==> src/rtl/cw_decoder_ingress_if.sv <==
// Signal bundle between the codeword writer, the decode core and the message sink.
interface cw_decoder_ingress_if #(
    parameter int CW_W  = 18,
    parameter int DEPTH = 16,
    parameter int BIN_W = 8
);
    localparam int CNT_W = $clog2(DEPTH) + 1;

    logic             start;
    logic [CW_W-1:0]  cw_in;
    logic             wr_en;
    logic             full;
    logic             empty;
    logic [CNT_W-1:0] data_count;
    logic             overflow;
    logic [CW_W-1:0]  core_cw_word;
    logic             core_fifoempty;
    logic             core_readfifo;
    logic             core_bit;
    logic             core_bit_vld;
    logic             core_done;
    logic [BIN_W-1:0] msg_word;
    logic             msg_word_vld;
    logic             msg_last;
    logic             msg_done;

    modport slave (
        input  start, cw_in, wr_en, core_readfifo, core_bit, core_bit_vld, core_done,
        output full, empty, data_count, overflow, core_cw_word, core_fifoempty,
               msg_word, msg_word_vld, msg_last, msg_done
    );

    modport master (
        output start, cw_in, wr_en, core_readfifo, core_bit, core_bit_vld, core_done,
        input  full, empty, data_count, overflow, core_cw_word, core_fifoempty,
               msg_word, msg_word_vld, msg_last, msg_done
    );
endinterface

==> src/rtl/cw_decoder_ingress.sv <==
// Codeword FIFO, message sequencer and serial-to-byte packer in front of a CW decode core.
// Define CW_FIFO_FWFT_EN for a first-word-fall-through head word; default is registered read.
//
// state | meaning
// IDLE  | FIFO hidden from core, waiting for start
// RUN   | core pops codewords until WORDS_PER_MSG have been taken
// DRAIN | FIFO hidden again, waiting for core_done
// DONE  | one cycle: msg_done, trailing word flushed
module cw_decoder_ingress #(
    parameter int CW_W          = 18,
    parameter int DEPTH         = 16,
    parameter int WORDS_PER_MSG = 10,
    parameter int BIN_W         = 8
) (
    input  logic                clk,
    input  logic                rst_b,
    cw_decoder_ingress_if.slave bus
);
    localparam int PTR_W = $clog2(DEPTH);
    localparam int CNT_W = PTR_W + 1;
    localparam int WC_W  = $clog2(WORDS_PER_MSG + 1);
    localparam int BC_W  = (BIN_W > 1) ? $clog2(BIN_W) : 1;

    typedef enum logic [1:0] {IDLE, RUN, DRAIN, DONE} state_t;

    state_t           state_q, state_d;
    logic [CW_W-1:0]  mem_q [DEPTH];
    logic [PTR_W-1:0] wr_ptr_q, rd_ptr_q;
    logic [CNT_W-1:0] count_q;
    logic             overflow_q, overflow_d;
    logic [WC_W-1:0]  wcnt_q, wcnt_d;
    logic             full, empty, fifoempty, push, pop, flush;

    logic [BIN_W-1:0] pack_q, pack_d, pack_in;
    logic [BC_W-1:0]  bcnt_q, bcnt_d;
    logic [BIN_W-1:0] word_q, word_d;
    logic             vld_q, vld_d, last_q, last_d, word_cmpl;

    assign full      = (count_q == CNT_W'(DEPTH));
    assign empty     = (count_q == '0);
    assign fifoempty = (state_q == RUN) ? empty : 1'b1;
    // A full FIFO drops the write even when a pop frees a slot in the same cycle.
    assign push      = bus.wr_en & ~full;
    assign pop       = bus.core_readfifo & ~fifoempty;

    always_comb begin
        state_d    = state_q;
        wcnt_d     = wcnt_q;
        overflow_d = overflow_q;
        flush      = 1'b0;
        case (state_q)
            IDLE: if (bus.start) begin
                state_d    = RUN;
                wcnt_d     = '0;
                overflow_d = 1'b0;
            end
            RUN: if (pop) begin
                wcnt_d = wcnt_q + WC_W'(1);
                if (wcnt_d == WC_W'(WORDS_PER_MSG)) state_d = DRAIN;
            end
            DRAIN: if (bus.core_done) begin
                state_d = DONE;
                flush   = 1'b1;
            end
            DONE:    state_d = IDLE;
            default: state_d = IDLE;
        endcase
        if (bus.wr_en && full) overflow_d = 1'b1;
    end

    // The bit arriving with the flush is packed first; an empty pack emits a zero word.
    always_comb begin
        pack_in = pack_q;
        if (bus.core_bit_vld) pack_in[bcnt_q] = bus.core_bit;
        word_cmpl = bus.core_bit_vld && (bcnt_q == BC_W'(BIN_W - 1));
        pack_d = pack_in;
        bcnt_d = bus.core_bit_vld ? bcnt_q + BC_W'(1) : bcnt_q;
        word_d = word_q;
        vld_d  = 1'b0;
        last_d = 1'b0;
        if (word_cmpl || flush) begin
            word_d = pack_in;
            vld_d  = 1'b1;
            last_d = flush;
            pack_d = '0;
            bcnt_d = '0;
        end
    end

    always_ff @(posedge clk) begin
        if (push) mem_q[wr_ptr_q] <= bus.cw_in;
    end

    always_ff @(posedge clk or negedge rst_b) begin
        if (!rst_b) begin
            state_q    <= IDLE;
            wr_ptr_q   <= '0;
            rd_ptr_q   <= '0;
            count_q    <= '0;
            overflow_q <= 1'b0;
            wcnt_q     <= '0;
            pack_q     <= '0;
            bcnt_q     <= '0;
            word_q     <= '0;
            vld_q      <= 1'b0;
            last_q     <= 1'b0;
        end else begin
            state_q    <= state_d;
            overflow_q <= overflow_d;
            wcnt_q     <= wcnt_d;
            pack_q     <= pack_d;
            bcnt_q     <= bcnt_d;
            word_q     <= word_d;
            vld_q      <= vld_d;
            last_q     <= last_d;
            if (push) wr_ptr_q <= wr_ptr_q + PTR_W'(1);
            if (pop)  rd_ptr_q <= rd_ptr_q + PTR_W'(1);
            case ({push, pop})
                2'b10:   count_q <= count_q + CNT_W'(1);
                2'b01:   count_q <= count_q - CNT_W'(1);
                default: count_q <= count_q;
            endcase
        end
    end

`ifdef CW_FIFO_FWFT_EN
    assign bus.core_cw_word = empty ? '0 : mem_q[rd_ptr_q];
`else
    logic [CW_W-1:0] rdata_q;

    always_ff @(posedge clk or negedge rst_b) begin
        if (!rst_b)   rdata_q <= '0;
        else if (pop) rdata_q <= mem_q[rd_ptr_q];
    end

    assign bus.core_cw_word = rdata_q;
`endif

    assign bus.full           = full;
    assign bus.empty          = empty;
    assign bus.data_count     = count_q;
    assign bus.overflow       = overflow_q;
    assign bus.core_fifoempty = fifoempty;
    assign bus.msg_word       = word_q;
    assign bus.msg_word_vld   = vld_q;
    assign bus.msg_last       = last_q;
    assign bus.msg_done       = (state_q == DONE);
endmodule
==> src/flat_wrapper.sv <==
// flat-port wrapper written by rule: the top's interface ports become plain ports
module cw_decoder_ingress_flat 
#(
    parameter int CW_W          = 18,
    parameter int DEPTH         = 16,
    parameter int WORDS_PER_MSG = 10,
    parameter int BIN_W         = 8
)
  (clk, rst_b, bus_start, bus_cw_in, bus_wr_en, bus_core_readfifo, bus_core_bit, bus_core_bit_vld, bus_core_done, bus_full, bus_empty, bus_data_count, bus_overflow, bus_core_cw_word, bus_core_fifoempty, bus_msg_word, bus_msg_word_vld, bus_msg_last, bus_msg_done);
  cw_decoder_ingress_if #(.CW_W(CW_W), .DEPTH(DEPTH), .BIN_W(BIN_W)) bus_i ();
  input  logic clk;
  input  logic rst_b;
  input wire logic [$bits(bus_i.start)-1:0] bus_start;
  input wire logic [$bits(bus_i.cw_in)-1:0] bus_cw_in;
  input wire logic [$bits(bus_i.wr_en)-1:0] bus_wr_en;
  input wire logic [$bits(bus_i.core_readfifo)-1:0] bus_core_readfifo;
  input wire logic [$bits(bus_i.core_bit)-1:0] bus_core_bit;
  input wire logic [$bits(bus_i.core_bit_vld)-1:0] bus_core_bit_vld;
  input wire logic [$bits(bus_i.core_done)-1:0] bus_core_done;
  output wire logic [$bits(bus_i.full)-1:0] bus_full;
  output wire logic [$bits(bus_i.empty)-1:0] bus_empty;
  output wire logic [$bits(bus_i.data_count)-1:0] bus_data_count;
  output wire logic [$bits(bus_i.overflow)-1:0] bus_overflow;
  output wire logic [$bits(bus_i.core_cw_word)-1:0] bus_core_cw_word;
  output wire logic [$bits(bus_i.core_fifoempty)-1:0] bus_core_fifoempty;
  output wire logic [$bits(bus_i.msg_word)-1:0] bus_msg_word;
  output wire logic [$bits(bus_i.msg_word_vld)-1:0] bus_msg_word_vld;
  output wire logic [$bits(bus_i.msg_last)-1:0] bus_msg_last;
  output wire logic [$bits(bus_i.msg_done)-1:0] bus_msg_done;
  assign bus_i.start = bus_start;
  assign bus_i.cw_in = bus_cw_in;
  assign bus_i.wr_en = bus_wr_en;
  assign bus_i.core_readfifo = bus_core_readfifo;
  assign bus_i.core_bit = bus_core_bit;
  assign bus_i.core_bit_vld = bus_core_bit_vld;
  assign bus_i.core_done = bus_core_done;
  assign bus_full = bus_i.full;
  assign bus_empty = bus_i.empty;
  assign bus_data_count = bus_i.data_count;
  assign bus_overflow = bus_i.overflow;
  assign bus_core_cw_word = bus_i.core_cw_word;
  assign bus_core_fifoempty = bus_i.core_fifoempty;
  assign bus_msg_word = bus_i.msg_word;
  assign bus_msg_word_vld = bus_i.msg_word_vld;
  assign bus_msg_last = bus_i.msg_last;
  assign bus_msg_done = bus_i.msg_done;
  cw_decoder_ingress #(.CW_W(CW_W), .DEPTH(DEPTH), .WORDS_PER_MSG(WORDS_PER_MSG), .BIN_W(BIN_W)) u_core (.clk(clk), .rst_b(rst_b), .bus(bus_i));
endmodule
==> config.mk <==
export PLATFORM = sky130hd
export DESIGN_NAME = cw_decoder_ingress_flat
export DESIGN_NICKNAME = d
export VERILOG_FILES = /design/src/rtl/cw_decoder_ingress_if.sv /design/src/rtl/cw_decoder_ingress.sv /design/src/flat_wrapper.sv
export SDC_FILE = /design/constraint.sdc
export NUM_CORES = 1
export LEC_CHECK = 0
export CORE_MARGIN = 5
export CORE_UTILIZATION = 60
export DETAILED_ROUTE_END_ITERATION = 8
export HOLD_SLACK_MARGIN = 0.05
export PLACE_DENSITY = 0.89
export SLEW_MARGIN = 20
export SYNTH_ARGS = -nofsm -noshare
export SYNTH_HDL_FRONTEND = slang
export SYNTH_SLANG_ARGS = --single-unit
==> constraint.sdc <==
create_clock -name clk -period 3.69 [get_ports clk]
set_input_delay 1.107 -clock clk [delete_from_list [all_inputs] [get_ports clk]]
set_output_delay 1.107 -clock clk [all_outputs]
set_load 0.005 [all_outputs]
# == Word-level counts from Yosys, hierarchy flattened ==
# Memories as Yosys holds them, arrays and structs flattened. A register that Yosys moved wholly into a read port is not among the register bits.
# Index checks and enable logic that the tools add are counted.
# word_totals
in_bits,26
register_bits,41
mem_count,1
mem_bits_rw,288
latch_bits,0
rom_bits,0
# classes
n_lt_le_gt_ge,2
shifts,0
n_bitwise,4
eq_ne,12
muxes,26
n_div,0
mul,0
n_reduce_logical,15
add_sub_neg,6
# memory_table
name,words,word_bits,read_ports,rd_ports_with_merged_regs,write_ports,line_no,source
u_core.mem_q,16,18,1,1,1,cw_decoder_ingress.sv:27,logic [CW_W-1:0] mem_q [DEPTH];
# op_table
cell,n
$mux 8,2
$add 4x1->4 const B,3
$mux 1,11
$pmux 5 s2,1
$reduce_bool 2->1,5
$bwmux 8,1
$mux 2,4
$mux 4,2
$pmux 2 s4,1
$pmux 4 s2,1
$eq 2x2->1 const B,3
$mux 3,2
$ne 2x2->1 const B,3
$add 5x1->5 const B,1
$eq 5x5->1 const B,1
$logic_not 5->1,1
$sub 5x1->5 const B,1
$eq 2x1->1 const B,2
$eq 4x4->1 const B,1
$lt 3x4->1 const B,1
$reduce_and 4->1,1
$add 3x1->3 const B,1
$demux 1 s3,1
$eq 3x3->1 const B,1
10 further kinds,14

# == Logic depth before layout (Yosys ltp) ==
# Gate-level depths: netlist (run 1).
# logic_depth
depth_word,7
mapped_depth,12
depth_no_buf,11

# == Least setup slack after synthesis (run 1) ==
# Ideal clock, no wire load.
# synth_path
kind,in2reg
start,in bus_wr_en
end,mem u_core.mem_q[3][0] (enable)
path_buffers,1
path_stages,4
arrival_time_ps,2916
slack_ps,358
setup_time_ps,416
path_cell_list,and2_1 -> clkbuf_1 -> nand2_1 -> nor3_1
# synth_between
elab_chain_len,3
# synth_rtl
element,line_no,source
start: declaration,flat_wrapper.sv:15,input wire logic [$bits(bus_i.wr_en)-1:0] bus_wr_en;
$and 1x1->1,cw_decoder_ingress.sv:43,assign push = bus.wr_en & ~full;
$mux 1,cw_decoder_ingress.sv:91,if (push) mem_q[wr_ptr_q] <= bus.cw_in;
$mux 1 (not written as such),cw_decoder_ingress.sv:91,
end: declaration,cw_decoder_ingress.sv:27,
# No other way between the ends.

# == Final worst setup path (run 1) ==
# layout_path
start,reg u_core.count_q[0] (netlist: u_core.bus.data_count[0])
end,out bus_core_fifoempty
# layout_between
elab_chain_len,2
# layout_rtl
element,line_no,source
start: declaration,cw_decoder_ingress.sv:29,logic [CNT_W-1:0] count_q;
start signal: assignment,cw_decoder_ingress.sv:119,2'b10: count_q <= count_q + CNT_W'(1);
start signal: assignment,cw_decoder_ingress.sv:120,2'b01: count_q <= count_q - CNT_W'(1);
start signal: assignment,cw_decoder_ingress.sv:121,default: count_q <= count_q;
$logic_not 5->1,cw_decoder_ingress.sv:40,assign empty = (count_q == '0);
$mux 1,cw_decoder_ingress.sv:41,assign fifoempty = (state_q == RUN) ? empty : 1'b1;
end: declaration,flat_wrapper.sv:25,output wire logic [$bits(bus_i.core_fifoempty)-1:0] bus_core_fifoempty;
# No other way between the ends.

==> results of run 1 <==
registers in the layout (all words and copies together), names as in the netlist:
signal / count
u_core.bus.data_count: 5
u_core.rd_ptr_q: 4
u_core.wr_ptr_q: 4
u_core.bus.core_cw_word: 18
u_core.bus.msg_word_vld: 1
u_core.bus.msg_word: 8
u_core.bus.overflow: 1
u_core.bcnt_q: 3
u_core.pack_q: 8
u_core.state_q: 2
u_core.wcnt_q: 4
u_core.bus.msg_last: 1
u_core.mem_q: 288
layout make-up:
type | count | area [um^2] | share of cell area (%)
clock buffer | 44 | 971 | 6.09
clock inverter | 17 | 173 | 1.08
inverter | 9 | 36.3 | 0.227
multi-input combinational | 308 | 3400 | 21.3
sequential | 347 | 10100 | 63.5
tap | 285 | 357 | 2.23
timing repair buffer | 94 | 883 | 5.54
cell families after synthesis:
group | after synthesis | synth area share, %
AOI/OAI and AO/OA | 49 | 3.10
xor gates and xnor gates | 10 | 0.637
adders and majority gates | 18 | 1.69
buffers and inverters | 46 | 1.70
DFF | 347 | 73.7
muxes | 121 | 15.4
and+or+nand+nor | 110 | 3.80
report_power, final:
| group | total (mW) | switching, mW | internal [mW] |
|---|---|---|---|
| registers | 5.46 | 0.577 | 4.88 |
| clock network | 3.51 | 1.43 | 2.08 |
| logic | 3.37 | 1.64 | 1.74 |
| total | 12.3 | 3.64 | 8.70 |
path summary, 6_finish.rpt:
| kind | cells after the start | slack [ns] | to | from |
|---|---|---|---|---|
| setup / recovery | 3 | 0.35 | bus_core_fifoempty | u_core.bus.data_count[0]$_DFFE_PN0P_ |
| hold / removal | 2 | 0.51 | u_core.bus.core_cw_word[11]$_DFFE_PN0P_ | u_core.bus.core_cw_word[11]$_DFFE_PN0P_ |
| setup reg to reg | 11 | 0.67 | u_core.bus.data_count[4]$_DFFE_PN0P_ | u_core.bus.data_count[0]$_DFFE_PN0P_ |
| hold reg to reg | 2 | 0.51 | u_core.bus.core_cw_word[11]$_DFFE_PN0P_ | u_core.bus.core_cw_word[11]$_DFFE_PN0P_ |
| max in group asynchronous | 2 | 2.40 | u_core.bus.core_cw_word[15]$_DFFE_PN0P_ | rst_b |
| min in group asynchronous | 1 | 0.58 | u_core.bus.core_cw_word[10]$_DFFE_PN0P_ | rst_b |
per-stage QoR:
| stage | setup WS, ns | cells | hold WS, ns | utilization [%] |
|---|---|---|---|---|
| final | 0.354 | 1104 | 0.509 | 70.7 |
| after global routing | 0.232 | 1104 | 0.537 | 70.7 |
| after CTS | 0.332 | 1104 | 0.510 | 70.7 |
| after detailed placement | 0.293 | 1043 | 0.487 | 65.6 |
| after global placement | 0.347 | 1043 | 0.479 | 65.6 |
| after floorplan | 0.358 | 701 | 0.480 | - |
metal layers:
| metal | vias to the layer above | part of all wire, % | GRT usage (%) |
|---|---|---|---|
| met5 | - | 0.043 | 0 |
| met4 | 2 | 4.2 | 9.54 |
| met3 | 94 | 8.0 | 4.75 |
| met2 | 375 | 52 | 41.0 |
| met1 | 3618 | 35 | 30.2 |
| li1 | 2990 | - | - |
worst register-to-register path: stages (launching register included):
cell and delay [ns]:
dfrtp_1 0.47, or4_4 0.59, o21a_4 0.25, nand2_4 0.08, inv_4 0.06, ha_1 0.28
fa_1 0.44, a21o_1 0.18, a21oi_1 0.18, xor2_1 0.18, nor2_1 0.07, xor2_1 0.14
synth_stat cells, drive strengths merged, types with 2 or more instances:
master	number
edfxtp	288
mux4	72
dfrtp	59
mux2i	46
nand2	41
nor2	36
clkbuf	19
buf	18
o221ai	18
ha	17
a21oi	14
inv	9
xnor2	7
nand2b	6
nor3	5
o21ai	5
a22o	4
nand4	4
nor2b	4
a21o	3
mux2	3
nand3	3
nor3b	3
xor2	3
and2	2
nand4b	2
==> metrics, run 1 <==
Slew Viols, Final=0; clk slew on worst S/H paths=0.06 ns; clk root buf=clkbuf_16; Final #Nets=838; CP Data Required Time=2.58 ns; max_cap viols=0; Max Clk Rate=300 MHz; Final setup violation count=0; post-synth cell types=45; WL/cell=27.2 um; Pre-Repair DR Iteration Count=5; CP peak stage delay=0.59 ns; clk sinks=347; ys async rst share=17.0%; Min-Delay Path Class=reg2reg; area grow syn2layout=16.1%; Critical Path Start Type=flop; static leakage=5.55 nW; placed cell areas=0.0148 mm^2; HPWL after DPL=16700 um; EDFF count, synth=288; Crit-path slowest cell=or4_4; Top delay family on crit path=simple AND/OR/NAND/NOR gates; via count=7079; cell area after layout=0.0160 mm^2; largest net degree at the start of global routing=42; Total GRT Usage=23.8%; vias in the first global route=7504; CP endpoint kind=primary output; Die Ht=161 um; CP Class=reg2out; CTS tree=built; Buf/Inv on CP=1; Slew headroom=30.9%; Ant. Diodes=0; ys flop type=edfxtp_1; P per Cell Area=773 mW/mm^2; unrepaired setup endpoints after global routing=no; Core Area=0.0226 mm^2; DRC Markers=0; dominant cell type by area after synthesis=edfxtp_1; GPL Wtd Cong=0.771; cells resized by post-CTS repair=0; first-pass GRT wire length=46300 um; die area=0.0260 mm^2; register area share after synthesis=73.7%; Routed Antenna Nets=0; die width=161 um; I/O pin cnt=64; Final Cycle Share=90.4%; # fillers=1268; layout cell share with drive strength beyond 1=23.0%; CTS Buffer Depth=3; Critical Path, Cell by Cell=or4_4, o21ai_0, clkdlybuf4s50_1; final wirelength=30000 um; post-DR vias/cell=6.41; outcome=complete, no violations; most frequent cells in the layout=edfxtp_1 (288), mux4_2 (72), clkdlybuf4s50_1 (62); final hold viol count=0; Syn Area/Cell=19.6 um^2; clk_skew=0.0196 ns; Synth warnings=0; antenna violations before repair=1; number of port buffers=63; WP data arrival=2.23 ns; 1st-iter DRT viols=799; Synthesized Nets=745; commonest non-fill, non-tap cell in the layout=edfxtp_1; hold_buf cts=0; H-tree depth=2; Crit Path Max Fanout=6; initial core utilization=60.9%; TritonCTS Buffers=34; Tot Pwr=12.3 mW; clk_lat worst skew=0.52 ns; GR Overflow Total=0; Synth top area share=62.9%; top post-synthesis cells by area=edfxtp_1 (63%), mux4_2 (12%), dfrtp_1 (11%); Final min period=3.34 ns; Netlist Area Pre-Place=0.0137 mm^2; cells after synthesis=701; post-synthesis register bit count=347; maximum vdd drop=0.364 mV; Setup Fix Bufs, Post-CTS=0; Fin Setup TNS=0 ns; std cell rows=55; actual slew at the worst max-slew pin=1.04 ns
No activity file was read; power rests on OpenSTA's default activity.
==> inputs of run 2 (changes only) <==
--- a/config.mk
+++ b/config.mk
@@ -5,6 +5,7 @@
 export SDC_FILE = /design/constraint.sdc
 export NUM_CORES = 1
 export LEC_CHECK = 0
+export CAP_MARGIN = 20
 export CORE_MARGIN = 5
 export CORE_UTILIZATION = 60
 export DETAILED_ROUTE_END_ITERATION = 8
==> results of run 2 <==
No change in the layout: final DEF, timing and power equal those of run 1.
==> RTL change 1 (settings of run 2) <==
`WORDS_PER_MSG` is set to 10 in 2 places; all go to 11.
--- a/src/rtl/cw_decoder_ingress.sv
+++ b/src/rtl/cw_decoder_ingress.sv
@@ -9,7 +9,7 @@
 module cw_decoder_ingress #(
     parameter int CW_W          = 18,
     parameter int DEPTH         = 16,
-    parameter int WORDS_PER_MSG = 10,
+    parameter int WORDS_PER_MSG = 11,
     parameter int BIN_W         = 8
 ) (
     input  logic                clk,
--- a/src/flat_wrapper.sv
+++ b/src/flat_wrapper.sv
@@ -3,7 +3,7 @@
 #(
     parameter int CW_W          = 18,
     parameter int DEPTH         = 16,
-    parameter int WORDS_PER_MSG = 10,
+    parameter int WORDS_PER_MSG = 11,
     parameter int BIN_W         = 8
 )
   (clk, rst_b, bus_start, bus_cw_in, bus_wr_en, bus_core_readfifo, bus_core_bit, bus_core_bit_vld, bus_core_done, bus_full, bus_empty, bus_data_count, bus_overflow, bus_core_cw_word, bus_core_fifoempty, bus_msg_word, bus_msg_word_vld, bus_msg_last, bus_msg_done);
Behaviour: same outputs for any inputs over 4 cycles, from zero or initial values and one cycle with rst_b low; that may be too few to reach the edited logic, so the function may still have changed.
==> RTL change 1 against run 2 <==
Wire length up 1.6%. Hold slack worse by 3.8 ps. Setup slack worse by 8.3 ps. Largest power group unchanged. Area after synthesis about the same. Clock power down 5%. Maximum frequency down 0.25%. Final area down 0.21%. Sequential cell count unchanged. Highest routed layer is now met4. Final cell count up 0.45%. Total power down 0.79%.
==> RTL change 1: results (changes against run 2) <==
- Status: completed (unchanged)
- Pwr/cell area: 769 nW/um^2 (was 773 nW/um^2)
- Sequential share of the synthesized area: 0.737 (about the same)
- Vias per std cell: 6.54 (was 6.41)
- Slew @ Worst Pin: 748 ps (was 1040 ps)
- Global Route Usage Sum: 0.242 (was 0.238)
- RePlAce Congestion: 0.800 (was 0.771)
- Inverters: 10 (was 9)
- Clock buf count: 41 (was 44)
- Buffering overhead: 0.0569 (was 0.0554)
- Pre-CTS setup slack: 290 ps (was 293 ps)
- Maximum vdd drop: 405 uV (was 364 uV)
- Compound-gate portion of the synthesized area: 0.0310 (about the same)
- Seq area share: 0.636 (was 0.635)
- Drt total wl: 30,500 um (was 30,000 um)
- Repair and plain buffers: 97 (was 94)
- Share of layout cells above drive strength 1: 0.223 (was 0.230)
- Internal power: 8.55 mW (was 8.70 mW)
- Fin util: 0.705 (was 0.707)
- Post-placement cell area: 14,800 um^2 (about the same)
- Adder-cell share of the synthesized area: 0.0169 (about the same)
- DP Cell Count: 1,047 (was 1,043)
- Iter 0 DRT Violations: 898 (was 799)
- Hpwl dp: 17,900 um (was 16,700 um)
- WP data arrival: 2240 ps
- Net count after synthesis: 746 (was 745)
- Layout net count: 842 (was 838)
- Flop and latch count out of synthesis: 347 (unchanged)
- Initial antenna violation count: 0 (was 1)
- Clock group: 3.32 mW (was 3.51 mW)
- Combinational power share: 0.286 (was 0.273)
- Clk_skew: 18.8 ps (was 19.6 ps)
- Multi-input gate area: 3410 um^2 (was 3400 um^2)
- Mean Syn Cell Area: 19.6 um^2 (about the same)
- Post-synthesis mux area share: 0.154 (about the same)
- Pin count of the biggest net entering global routing: 74 (was 42)
- Largest Register: u_core.mem_q (unchanged)
- Synth top area cells: edfxtp_1 63%, mux4_2 12%, dfrtp_1 11% (unchanged)
- Via count: 7,258 (was 7,079)
- Synth Area in XOR/XNOR: 0.00637 (about the same)
- Fillers: 1,234 (was 1,268)
- Clock network share of area: 0.0677 (was 0.0717)
- Number of global-route vias before repair: 7,705 (was 7,504)
RTL change 1: final timing paths:
check                           slack, ps  cells past startpoint                                      end                                 start
worst max-delay path                  350                      3                       bus_core_fifoempty  u_core.bus.data_count[0]$_DFFE_PN0P_
worst min-delay path                  500                      1          u_core.bus.overflow$_DFFE_PN0P_       u_core.bus.overflow$_DFFE_PN0P_
worst max register to register        690                     11     u_core.bus.data_count[4]$_DFFE_PN0P_  u_core.bus.data_count[0]$_DFFE_PN0P_
worst min register to register        500                      1          u_core.bus.overflow$_DFFE_PN0P_       u_core.bus.overflow$_DFFE_PN0P_
max in group asynchronous            2220                      2           u_core.rd_ptr_q[3]$_DFFE_PN0P_                                 rst_b
min in group asynchronous             660                      1  u_core.bus.core_cw_word[14]$_DFFE_PN0P_                                 rst_b
RTL change 1: per-layer routing:
layer	vias up	GRT usage	wire length, um
li1	2992	-	-
met1	3721	0.321	11200
met2	476	0.409	15600
met3	69	0.0508	2860
met4	0	0.0752	869
met5	-	0	0
==> RTL change 2 (flow settings as in run 2) <==
Made on the original files. Re-encode `state_t` (4 states) as one-hot, 4 bits wide.
--- a/src/rtl/cw_decoder_ingress.sv
+++ b/src/rtl/cw_decoder_ingress.sv
@@ -21,7 +21,7 @@
     localparam int WC_W  = $clog2(WORDS_PER_MSG + 1);
     localparam int BC_W  = (BIN_W > 1) ? $clog2(BIN_W) : 1;
 
-    typedef enum logic [1:0] {IDLE, RUN, DRAIN, DONE} state_t;
+    typedef enum logic [3:0] {IDLE = 4'b0001, RUN = 4'b0010, DRAIN = 4'b0100, DONE = 4'b1000} state_t;
 
     state_t           state_q, state_d;
     logic [CW_W-1:0]  mem_q [DEPTH];
Formal check against the unedited RTL: no difference found for any inputs over 4 cycles, from zero or initial values and one cycle with rst_b low; so few cycles prove little.
==> RTL change 2 against run 2 <==
Area after synthesis fell by 0.32%. Total power shrank 4.0%. Critical path depth stayed put. Highest routed layer is now met4. Via count increased by 3.1%. Wire length up 2.6%. Setup slack got worse by 150 ps. Largest cell class unchanged. Clock power increased by 2%. Register-to-register slack worse by 110 ps. Final area increased by 0.50%. Maximum frequency is 4.2% lower. Combinational power down 16%. Sequential cell count up 2. Die area fell by 0.30%. Synthesized cell count rose by 1.0%.
==> RTL change 2: results (changes against run 2) <==
- Status: completed (unchanged)
- Worst hold stages: 1 (was 2)
- Seq area share: 0.635 (about the same)
- Multi-input gates: 309 (was 308)
- Slew margin rel.: 0.304 (was 0.309)
- Clock buf count: 46 (was 44)
- Clk_skew: 20.1 ps (was 19.6 ps)
- Worst Min Path Start: u_core.bus.overflow$_DFFE_PN0P_ (was u_core.bus.core_cw_word[11]$_DFFE_PN0P_)
- CTS buffer count: 35 (was 34)
- WHS Endpoint: u_core.bus.overflow$_DFFE_PN0P_ (was u_core.bus.core_cw_word[11]$_DFFE_PN0P_)
- Sequential share of power: 0.457 (was 0.442)
- RePlAce Congestion: 0.865 (was 0.771)
- Internal power: 8.44 mW (was 8.70 mW)
- Synth Area in XOR/XNOR: 0.00703 (was 0.00637)
- Buffering overhead: 0.0605 (was 0.0554)
- Compound-gate portion of the synthesized area: 0.0400 (was 0.0310)
- Fillers: 1,270 (was 1,268)
- Hpwl dp: 18,000 um (was 16,700 um)
- Top cells by count, synth: 288 x edfxtp_1, 72 x mux4_2, 60 x dfrtp_1 (was 288 x edfxtp_1, 72 x mux4_2, 59 x dfrtp_1)
- Flop and latch count out of synthesis: 349 (was 347)
- Global-route wire length before repair: 47,400 um (was 46,300 um)
- Pin count of the biggest net entering global routing: 43 (was 42)
- Share of layout cells above drive strength 1: 0.245 (was 0.230)
- Static Leak: 5.38 nW (was 5.55 nW)
- Clock network share of area: 0.0723 (was 0.0717)
- Inverters: 8 (was 9)
- Initial antenna violation count: 0 (was 1)
- FF-to-FF setup slack: 560 ps (was 670 ps)
==> RTL change 2: cell types whose count changed after synthesis, moves of 4 or more <==
cell      before  now
a21oi_1       14   31
ha_1          17   13
mux2_2         3   19
mux2i_1       46   12
nand2_1       39   14
nand3b_1       1    6
o21ai_0        5    9
o221ai_1       8    0
o221ai_2      10    0
o22ai_1        1   36
==> RTL change 2: routing by layer <==
metal / wire, um / vias to the layer above / global-route usage
li1: - / 3039 / -
met1: 11400 / 3758 / 0.320
met2: 15600 / 415 / 0.409
met3: 2760 / 83 / 0.0546
met4: 1010 / 0 / 0.0884
met5: 0 / - / 0
==> RTL change 2: per-stage QoR <==
| step | hold slack [ps] | setup WS, ps | cell area, um^2 | power, mW |
|---|---|---|---|---|
| floorplan | 481 | 231 | 13700 | 7.05 |
| finish | 497 | 207 | 16000 | 11.8 |
| global placement | 485 | 321 | 14900 | 8.06 |
| detailed placement | 483 | 254 | 14900 | 8.27 |
| CTS | 502 | 175 | 16000 | 11.9 |
| global route | 534 | 68.3 | 16000 | 12.3 |
